### config.mk
export PLATFORM = sky130hd
export DESIGN_NAME = uart_tx_scheduler
export DESIGN_NICKNAME = d
export VERILOG_FILES = /design/src/rtl/uart_tx_scheduler.sv
export SDC_FILE = /design/constraint.sdc
export NUM_CORES = 1
export LEC_CHECK = 0
export CAP_MARGIN = 0
export CORE_UTILIZATION = 51
export CTS_CLUSTER_SIZE = 8
export DETAILED_ROUTE_END_ITERATION = 6
export PLACE_DENSITY = 0.82
export RECOVER_POWER = 100
export REMOVE_ABC_BUFFERS = 1
export SKIP_CTS_REPAIR_TIMING = 1
export SLEW_MARGIN = 20
export SYNTH_ARGS = -nofsm -noshare
export SYNTH_HDL_FRONTEND = slang
export SYNTH_SLANG_ARGS = --single-unit
### constraint.sdc
create_clock -name CLK -period 2.9 [get_ports CLK]
set_input_delay 0.29 -clock CLK [delete_from_list [all_inputs] [get_ports CLK]]
set_output_delay 0.29 -clock CLK [all_outputs]
set_load 0.02 [all_outputs]
### src/rtl/uart_tx_scheduler.sv
// Round-robin share of one UART TX between A (1 byte) and B (2 bytes, LSB first); grant edge -> tx_valid next cycle.
// Requests stay pending until acked; a byte whose tx_busy never rises drops the rest of the frame (err_timeout).
module uart_tx_scheduler #(
  parameter int GAP_CYCLES   = 2,
  parameter int BUSY_TIMEOUT = 16
) (
  input  logic        CLK,
  input  logic        RST,
  input  logic        req_a,
  input  logic [7:0]  data_a,
  output logic        ack_a,
  input  logic        req_b,
  input  logic [15:0] data_b,
  output logic        ack_b,
  input  logic        tx_busy,
  output logic [7:0]  tx_data,
  output logic        tx_valid,
  output logic        sched_busy,
  output logic        err_timeout
);

  localparam int TW = (BUSY_TIMEOUT > 0) ? $clog2(BUSY_TIMEOUT + 1) : 1;
  localparam int GW = (GAP_CYCLES > 0) ? $clog2(GAP_CYCLES + 1) : 1;
  localparam logic [TW-1:0] TO_TERM  = TW'(BUSY_TIMEOUT);
  localparam logic [GW-1:0] GAP_TERM = GW'(GAP_CYCLES);

  typedef enum logic [2:0] {
    S_IDLE,
    S_SEND,
    S_WAIT_BUSY,
    S_WAIT_DONE,
    S_GAP
  } state_t;

  typedef enum logic {
    GRANT_A,
    GRANT_B
  } grant_t;

  state_t        state_q, state_d;
  grant_t        last_grant_q, last_grant_d;
  logic [15:0]   shift_q, shift_d;
  logic [1:0]    bytes_left_q, bytes_left_d;
  logic [TW-1:0] to_cnt_q, to_cnt_d;
  logic [GW-1:0] gap_cnt_q, gap_cnt_d;
  logic          ack_a_q, ack_a_d;
  logic          ack_b_q, ack_b_d;
  logic          tx_valid_q, tx_valid_d;
  logic [7:0]    tx_data_q, tx_data_d;
  logic          sched_busy_q, sched_busy_d;
  logic          err_timeout_q, err_timeout_d;
  logic          pick_a;

  always_comb begin
    state_d       = state_q;
    last_grant_d  = last_grant_q;
    shift_d       = shift_q;
    bytes_left_d  = bytes_left_q;
    to_cnt_d      = to_cnt_q;
    gap_cnt_d     = gap_cnt_q;
    ack_a_d       = 1'b0;
    ack_b_d       = 1'b0;
    tx_valid_d    = 1'b0;
    tx_data_d     = tx_data_q;
    err_timeout_d = 1'b0;
    pick_a        = 1'b0;

    case (state_q)
      S_IDLE: begin
        if (req_a || req_b) begin
          // On a tie the requester that did not win last time goes first.
          pick_a = req_a && (!req_b || (last_grant_q == GRANT_B));
          if (pick_a) begin
            shift_d      = {8'h00, data_a};
            bytes_left_d = 2'd1;
            last_grant_d = GRANT_A;
            ack_a_d      = 1'b1;
          end else begin
            shift_d      = data_b;
            bytes_left_d = 2'd2;
            last_grant_d = GRANT_B;
            ack_b_d      = 1'b1;
          end
          state_d = S_SEND;
        end
      end
      S_SEND: begin
        to_cnt_d = '0;
        state_d  = S_WAIT_BUSY;
      end
      S_WAIT_BUSY: begin
        if (tx_busy) begin
          state_d = S_WAIT_DONE;
        end else begin
          if (to_cnt_q != TO_TERM) to_cnt_d = to_cnt_q + TW'(1);
          if (to_cnt_d == TO_TERM) begin
            err_timeout_d = 1'b1;
            bytes_left_d  = 2'd0;
            state_d       = S_IDLE;
          end
        end
      end
      S_WAIT_DONE: begin
        if (!tx_busy) begin
          if (bytes_left_q == 2'd2) begin
            shift_d      = {8'h00, shift_q[15:8]};
            bytes_left_d = 2'd1;
            gap_cnt_d    = '0;
            state_d      = (GAP_CYCLES == 0) ? S_SEND : S_GAP;
          end else begin
            bytes_left_d = 2'd0;
            state_d      = S_IDLE;
          end
        end
      end
      S_GAP: begin
        if (gap_cnt_q != GAP_TERM) gap_cnt_d = gap_cnt_q + GW'(1);
        if (gap_cnt_d == GAP_TERM) state_d = S_SEND;
      end
      default: state_d = S_IDLE;
    endcase

    // tx_data only changes when a byte is launched, so it holds through the whole UART frame.
    if (state_d == S_SEND) begin
      tx_valid_d = 1'b1;
      tx_data_d  = shift_d[7:0];
    end
    sched_busy_d = (state_d != S_IDLE);
  end

  always_ff @(posedge CLK) begin
    if (RST) begin
      state_q       <= S_IDLE;
      last_grant_q  <= GRANT_B;
      shift_q       <= '0;
      bytes_left_q  <= '0;
      to_cnt_q      <= '0;
      gap_cnt_q     <= '0;
      ack_a_q       <= 1'b0;
      ack_b_q       <= 1'b0;
      tx_valid_q    <= 1'b0;
      tx_data_q     <= '0;
      sched_busy_q  <= 1'b0;
      err_timeout_q <= 1'b0;
    end else begin
      state_q       <= state_d;
      last_grant_q  <= last_grant_d;
      shift_q       <= shift_d;
      bytes_left_q  <= bytes_left_d;
      to_cnt_q      <= to_cnt_d;
      gap_cnt_q     <= gap_cnt_d;
      ack_a_q       <= ack_a_d;
      ack_b_q       <= ack_b_d;
      tx_valid_q    <= tx_valid_d;
      tx_data_q     <= tx_data_d;
      sched_busy_q  <= sched_busy_d;
      err_timeout_q <= err_timeout_d;
    end
  end

  assign ack_a       = ack_a_q;
  assign ack_b       = ack_b_q;
  assign tx_valid    = tx_valid_q;
  assign tx_data     = tx_data_q;
  assign sched_busy  = sched_busy_q;
  assign err_timeout = err_timeout_q;

endmodule
==> results.json <==
{
  "outcome": "finished, final reports clean",
  "core-area_mm2": 0.003744,
  "grt_max_degree": 27,
  "routedWlPerCell_um": 14.78,
  "path_cells": "dlygate4sd3_1 > and2b_1 > nand2b_1 > nor4b_2 > and2_0 > o22a_1",
  "cp_slowest_cell": "nor4b_2",
  "cts_tree": "yes",
  "cp-end-kind": "flop",
  "ys_async_sr_fraction_pct": 0,
  "yosysTopAreaCell": "dfxtp_1",
  "grt_first_pass_wirelength_mm": 7.769,
  "crit_fanout": 17,
  "syn2layout_area_growth_pct": 23.51,
  "yosys-top-cells-area": "dfxtp_1 41%, a21o_1 7.0%, a21oi_1 3.9%",
  "final_nets": 298,
  "p_switching_w": 0.0003891,
  "clock_path_buffers": 2,
  "p_int_w": 0.001028,
  "ys_seq_area_share_pct": 41.15,
  "clock_skew_ps": 2.855,
  "slowest_delay_ps": 690,
  "synth_area_mm2": 0.002043,
  "synth_common_cells": "42 x dfxtp_1, 20 x nand2_1, 19 x a21o_1, 19 x nor2_1, 16 x a21oi_1",
  "ys_ff_latch": 42,
  "rows": 22,
  "cp-start-kind": "input port",
  "clkPwrFrac_pct": 32.2,
  "slew_viol_final": 0,
  "grt_pass1_vias": 1670,
  "fp.dieH_um": 65.30,
  "max_slew_margin_pct": 46.36,
  "drtAntennaViolNets": 0,
  "gp_congestion": 0.8393,
  "fp.dieW_um": 65.30,
  "fin_crit_sh_pct": 79.72,
  "timing.hold.ws_ps": 470.0,
  "drt_wl_total_mm": 4.656,
  "max_freq_mhz": 432.6,
  "final_cell_area_mm2": 0.002524,
  "drv_cap": 0,
  "hp-class": "flop to flop",
  "synth_cells": 229,
  "p_leak_nw": 0.9671,
  "drive_above_1_share_pct": 4.869,
  "h-tree-depth": 2,
  "first_iter_violations": 158,
  "crit_arrival_ps": 2560,
  "combPwrFrac_pct": 21.1,
  "rr_startpoint": "to_cnt_q[0]",
  "netlist.area_leader.share_pct": 41.15,
  "ys_types": 51,
  "dpl.hpwl_mm": 3.300,
  "drc": 0,
  "hold_violations": 0,
  "grt_use_total_pct": 23.59,
  "antenna_cells": 0,
  "fillCellCount": 324,
  "synth_edf_count": 0,
  "p_per_area_mw_per_mm2": 561.5,
  "power_frac_seq_pct": 46.7,
  "avgSynthCellArea_um2": 8.922,
  "vdd_ir_drop_max_mv": 0.3244,
  "port_buffers": 41,
  "antenna_found_initial": 0,
  "finalSetupTns_ps": 0,
  "cts_sinks": 42,
  "io_pins": 42,
  "gr-total-overflow": 0,
  "finalCriticalPeriod_ps": 2312,
  "via_per_inst": 5.743,
  "yosys_warnings": 0,
  "worstMarginPinSlew_ps": 802.4,
  "vias": 1809,
  "holdCritStartpoint": "shift_q[0]",
  "synth_most_common_cell": "dfxtp_1",
  "cts-root-buf": "clkbuf_8",
  "reg2reg_slack_ps": 640,
  "numCtsBuffers": 5,
  "rsz0062_at_grt": "false",
  "p_sw_share_pct": 27.46,
  "firstDrtPassIters": 4,
  "worstPathRequired_ps": 3140,
  "fp.dieArea_mm2": 0.004263,
  "crit_type": "input port to flop",
  "synthFlopType": "dfxtp_1",
  "cp-startpoint": "req_b",
  "place_area_mm2": 0.002447,
  "clkLatencyLatePin_ps": 290,
  "initial_utilization_pct": 54.58,
  "clk_pin_slew_worst_paths_ps": 80,
  "setup_viol": 0
}
metrics by stage:
step | setup slack (ps) | total power (W) | instances | utilization, %
6_report | 588.2 | 0.001417 | 315 | 67.41
4_1_cts | 675.7 | 0.001439 | 315 | 68.22
3_5_place_dp | 438.9 | 0.0009873 | 307 | 65.37
3_3_place_gp | 567.5 | 0.0009814 | 307 | 65.37
2_1_floorplan | 884.8 | 0.0008525 | 216 | -
5_1_grt | 354.6 | 0.001483 | 315 | 67.41
path summary, 6_finish.rpt:
kind / end / cells past startpoint
max reg2reg: sched_busy / 7
min reg2reg: shift_q[0] / 2
min: shift_q[0] / 2
max: shift_q[12] / 6
state kept, by name, summed over array words and instances (netlist names):
signal,flops
err_timeout,1
to_cnt_q,5
tx_data,8
ack_b,1
tx_valid,1
shift_q,16
bytes_left_q,2
last_grant_q,1
gap_cnt_q,2
state_q,3
ack_a,1
sched_busy,1
cells by family (layout without fill, tap and decap cells):
group           after synthesis  count (layout)  synth area share [%]
fa+ha+maj                     3               3                 1.837
simple gates                 81              81                 23.03
flops                        42              42                 41.15
xor+xnor                      1               1                0.4287
mux                           1               1                0.4899
buf+inv                      21              59                 5.450
compound gates               80              80                 27.62
worst max-delay path: cells and delay by family:
kind / cells / cell delay [ps]
and+or+nand+nor: 4 / 1540
buffers and inverters: 1 / 610
AOI/OAI and AO/OA: 1 / 110
metal layers:
layer	vias up	GRT usage (%)	wire, um
li1	912	-	-
met1	833	30.11	2120
met2	57	40.08	2220
met3	7	4.688	260
met4	0	6.522	55
met5	-	0	0
power groups by stage:
stage | logic, W | clock network, W | registers, W
floorplan | 0.000153 | 0 | 0.000699
global placement | 0.000306 | 0 | 0.000675
detailed placement | 0.000310 | 0 | 0.000677
CTS | 0.000313 | 0.000462 | 0.000664
global route | 0.000331 | 0.000484 | 0.000668
finish | 0.000299 | 0.000457 | 0.000661
placed cells by master, fill, tap and decap left out, types with 7 or more instances in the layout:
cell type	n
dfxtp_1	42
clkdlybuf4s50_1	25
nand2_1	20
a21o_1	19
nor2_1	19
a21oi_1	16
dlygate4sd3_1	16
nand3b_1	9
inv_1	8
o21ai_0	8
a311oi_1	8
a22o_1	7
final cells by class:
| type | instances | area [um2] | area share (%) |
|---|---|---|---|
| multi-input cells | 166 | 1061 | 42.04 |
| well taps | 48 | 60.06 | 2.380 |
| clock inverters | 1 | 30.03 | 1.190 |
| clock buffers | 7 | 76.32 | 3.024 |
| inverters | 8 | 30.03 | 1.190 |
| repair buffers | 43 | 425.4 | 16.86 |
| flip-flops and latches | 42 | 840.8 | 33.32 |
Power figures use the tool's default switching activity.
